**src/rtl/key_gesture_decoder.sv**
```systemverilog
// key_gesture_decoder: classifies debounced press/release pulses into short, long and double-click pulses.
module key_gesture_decoder #(
  parameter int LONG_CYC = 12_000_000,
  parameter int DBL_CYC  = 3_600_000,
  parameter int CNT_W    = 24
) (
  input  logic clk,
  input  logic rst,
  input  logic pb_down,
  input  logic pb_up,
  output logic short_p,
  output logic long_p,
  output logic dbl_p,
  output logic busy,
  output logic led
);
  typedef enum logic [2:0] {IDLE, PRESS1, HOLD, WAIT2, PRESS2} state_t;
  localparam logic [CNT_W-1:0] LONG_TC = CNT_W'(LONG_CYC - 1);
  localparam logic [CNT_W-1:0] DBL_TC  = CNT_W'(DBL_CYC - 1);
  state_t state_q, state_d;
  logic [CNT_W-1:0] cnt_q, cnt_d;
  logic short_q, short_d, long_q, long_d, dbl_q, dbl_d, busy_q, busy_d, led_q, led_d;
  logic dn, up;
  // Simultaneous press and release is illegal, so both are dropped for that cycle.
  assign dn = pb_down & ~pb_up;
  assign up = pb_up & ~pb_down;
  always_ff @(posedge clk or negedge rst) begin
    if (!rst) begin
      state_q <= IDLE;
      cnt_q   <= '0;
      short_q <= 1'b0;
      long_q  <= 1'b0;
      dbl_q   <= 1'b0;
      busy_q  <= 1'b0;
      led_q   <= 1'b1;
    end else begin
      state_q <= state_d;
      cnt_q   <= cnt_d;
      short_q <= short_d;
      long_q  <= long_d;
      dbl_q   <= dbl_d;
      busy_q  <= busy_d;
      led_q   <= led_d;
    end
  end
  always_comb begin
    state_d = state_q;
    cnt_d   = cnt_q;
    case (state_q)
      IDLE: if (dn) begin
        state_d = PRESS1;
        cnt_d   = '0;
      end
      PRESS1: if (up) begin
        state_d = WAIT2;
        cnt_d   = '0;
      end else if (cnt_q == LONG_TC) state_d = HOLD;
      else cnt_d = cnt_q + 1'b1;
      HOLD: if (up) state_d = IDLE;
      WAIT2: if (dn) state_d = PRESS2;
      else if (cnt_q == DBL_TC) state_d = IDLE;
      else cnt_d = cnt_q + 1'b1;
      PRESS2: if (up) state_d = IDLE;
      default: state_d = IDLE;
    endcase
  end
  always_comb begin
    short_d = (state_q == WAIT2) && !dn && (cnt_q == DBL_TC);
    long_d  = (state_q == PRESS1) && !up && (cnt_q == LONG_TC);
    dbl_d   = (state_q == PRESS2) && up;
    busy_d  = state_d != IDLE;
    led_d   = short_d ? ~led_q : long_d ? 1'b1 : dbl_d ? 1'b0 : led_q;
  end
  assign short_p = short_q;
  assign long_p  = long_q;
  assign dbl_p   = dbl_q;
  assign busy    = busy_q;
  assign led     = led_q;
endmodule

```
**config.mk**
```make
export PLATFORM = sky130hd
export DESIGN_NAME = key_gesture_decoder
export DESIGN_NICKNAME = d
export VERILOG_FILES = /design/src/rtl/key_gesture_decoder.sv
export SDC_FILE = /design/constraint.sdc
export NUM_CORES = 1
export LEC_CHECK = 0
export ABC_CLOCK_PERIOD_IN_PS = 2000
export BUFFER_PORTS_ARGS = -buffer_cell sky130_fd_sc_hd__buf_2
export CAP_MARGIN = 30
export CORE_UTILIZATION = 51
export DETAILED_ROUTE_END_ITERATION = 8
export PLACE_DENSITY_LB_ADDON = 0.12
export SYNTH_ARGS = -nofsm -noshare
export SYNTH_HDL_FRONTEND = slang
export SYNTH_SLANG_ARGS = --single-unit
```
**constraint.sdc**
```tcl
create_clock -name clk -period 2 [get_ports clk]
set_input_delay 0.4 -clock clk [delete_from_list [all_inputs] [get_ports clk]]
set_output_delay 0.4 -clock clk [all_outputs]
set_load 0.005 [all_outputs]
```
==> flow_summary.yaml <==
setup_path:
  crit_chain: "nor4b_4, nand4_1, o311ai_4, and3_4, inv_4, or3_1"
  crit_fanout: 5
  slowest_stage: "dfrtp_2"
  required_ps: 2220
  startpoint_type: "flop"
  criticalPathCategory: "reg -> reg"
  cpPeakStageDelay_ps: 460
  setup.worst_path.end_class: "flop"
  worstPathArrival_ps: 2460
clock_network:
  cts_buffers: 5
  htreeDepth: 2
  cts_buffer_depth: 2
  clockRootBuffer: "clkbuf_4"
  clock_latency_ps: 350
  cts_hold_buf: 0
  cts_tree: "built"
  cts_sinks: 32
  clk_pin_slew_worst_paths_ps: 110
place:
  placedCellCount: 292
  gp_congestion: 0.913
  io_buffers: 8
  dpl_cell_area_um2: 2270
  dpl.hpwl_um: 3520
min_path:
  hold_path.class: "in -> async"
floorplanning:
  start_util: 0.543
  die_area_um2: 3850
  rows: 21
  fp.dieH_um: 62.1
  coreArea_um2: 3390
  io-pin-count: 9
  die_w_um: 62.1
routing:
  wl_um: 6400
  via_per_inst: 6.44
  ant_nets: 0
  drtIter0Drc: 251
  drt_pass1_iterations: 5
  via_count: 2041
  wl_per_cell_um: 20.2
  drc: 0
timing:
  timing.final.crit_share: 1.12
  drv_slew: 0
  finalSetupViolCount: 24
  max_freq_ghz: 0.445
  max_slew.worst_pin.slew_ps: 709
  rsz0062_at_grt: "yes"
  hold_viol_final: 0
  slew_headroom: 0.527
  period_needed_ps: 2250
  fin_skew_ps: 16.9
  finalSetupTns_ps: -3600
  timing.final.ws_setup_ps: -246
global_route:
  grt.overflow.total: 0
  grt_first_pass_wirelength_um: 9030
  grt_max_degree: 33
  grt_pass1_vias: 1860
  grtUsageTotal: 0.332
  antenna_found_initial: 0
cells_and_area:
  antenna_cells: 0
  drive_gt1_frac: 0.480
  design_area_um2: 2640
  instances_no_fill: 317
  finalNetCount: 275
  multiInputGateArea_um2: 1150
  n_fill_cell: 208
  ff_latch_area_um2: 805
  area_growth_pct: 43.6
  fin_util: 0.779
logic_synthesis:
  yosys.area.top_type: "dfrtp_1"
  synth_top_cell_area_share: 0.422
  synth.mux.area_fraction: 0.00544
  synth_edf_count: 0
  synth_area_um2: 1840
  synth_top_family_by_area: "simple AND/OR/NAND/NOR gates"
  synth-xor-area-share: 0.0143
  synth_ff_type: "dfrtp_1"
  synth.distinct_cells: 55
  synth_area_leaders: "dfrtp_1 (42%), nand2_1 (4.3%), a21oi_1 (3.5%)"
  synth-compound-area-share: 0.200
  synth_common_cells: "dfrtp_1 (31), nand2_1 (21), nor2_1 (14), a21oi_1 (13), o21ai_0 (11)"
  syn_inst: 195
  yosysSeqAreaShare: 0.436
  ys_seq_elements: 32
  ys_warn_count: 0
  synth.most_common_cell: "dfrtp_1"
  avgSynthCellArea_um2: 9.43
  synthSimpleGateAreaFrac: 0.294
  syn_nets: 200
  synth-async-reset-ratio: 1.00
  synth_fa_ha_area_frac: 0.00680
pwr:
  switching_share: 0.408
  p_sw_uw: 947
  power_uw: 2320
  p_seq_frac: 0.349
  p_int_uw: 1380
  power_frac_clock: 0.155
  ir_drop_v: 0.000393
  p_per_area_nw_per_um2: 879
  combPwrFrac: 0.496
  p_leak_uw: 0.00118
outcome:
  violations: "setup timing"
  status: "finished with violations"
flow_run:
  drv_cap: 0
area by class of cell:
type	instances	share of cell area
multi-input cells	151	0.435
repair buffers	75	0.211
well taps	46	0.0218
flip-flops and latches	32	0.305
clock buffers	7	0.0171
inverters	5	0.00805
clock inverters	1	0.00189
power groups by stage:
stage	logic (uW)	clock network [uW]	registers, uW
2_1_floorplan	485	0	815
3_3_place_gp	794	0	808
3_5_place_dp	835	0	814
4_1_cts	950	361	801
5_1_grt	1220	397	819
6_report	1150	359	812
cells by family after synthesis:
kind of cell             count (synthesis)
adder cells (fa/ha/maj)                  1
buffers and inverters                   12
AO/OA/AOI/OAI                           53
XOR/XNOR                                 3
flip-flops                              32
multiplexers                             1
AND/OR/NAND/NOR                         93
routing by layer:
layer  vias up  track usage  routed length [um]
li1        885            -                   -
met1       973        0.410                2460
met2       140        0.529                3070
met3        43       0.0704                 529
met4         0        0.203                 349
met5         -            0                   0
cell usage in the layout (no fill, tap or decap), types with 3 or more instances in the layout:
| cell type | count |
|---|---|
| nand3_2 | 4 |
| o21ai_0 | 5 |
| o21ai_1 | 6 |
| buf_6 | 4 |
| nor2_1 | 13 |
| a21oi_1 | 8 |
| inv_1 | 4 |
| nor2b_1 | 3 |
| or3_1 | 5 |
| nand4_1 | 4 |
| a31o_2 | 6 |
| nand2_1 | 19 |
| and3_1 | 4 |
| nand3_1 | 6 |
| dfrtp_1 | 29 |
| buf_2 | 8 |
| nor3_1 | 3 |
| or3_4 | 3 |
| nand2b_1 | 3 |
| o31ai_1 | 5 |
| a21oi_2 | 5 |
| buf_4 | 63 |
| clkbuf_4 | 5 |
critical path, delay by kind of cell (launching register included):
kind,cells,cell delay [ps]
AND/OR/NAND/NOR,4,1210
flip-flops,1,460
AO/OA/AOI/OAI,1,370
buffers and inverters,1,60
sequential cells by signal (all words and copies together) (netlist names):
name and count:
busy 1, long_p 1, state_q 3, dbl_p 1, short_p 1, led 1
cnt_q 24
per-stage QoR:
step	setup slack [ps]	hold WS (ps)
global placement	-164	475
CTS	-96.9	128
finish	-246	81.2
floorplan	-110	104
global route	-249	146
detailed placement	-240	489
timing repair:
item / CTS / global route
setup endpoints to repair: 23 / 28
gates resized for setup: 15 / 32
buffers inserted: 9 / 10
pin swaps: 14 / 13
worst paths after layout:
check                      cells past startpoint               endpoint  slack, ps            startpoint
min in group clk                               3        dbl_p$_DFF_PN0_        480               pb_down
max in group asynchronous                      1  cnt_q[10]$_DFFE_PN0P_       1410                   rst
min                                            1   cnt_q[5]$_DFFE_PN0P_         80                   rst
max reg2reg                                    6         busy$_DFF_PN0_       -250  cnt_q[8]$_DFFE_PN0P_
min reg2reg                                    1        led$_DFFE_PN1P_        550       led$_DFFE_PN1P_
max                                            6         busy$_DFF_PN0_       -250  cnt_q[8]$_DFFE_PN0P_
Note: power is estimated with default switching activity, not from simulation.
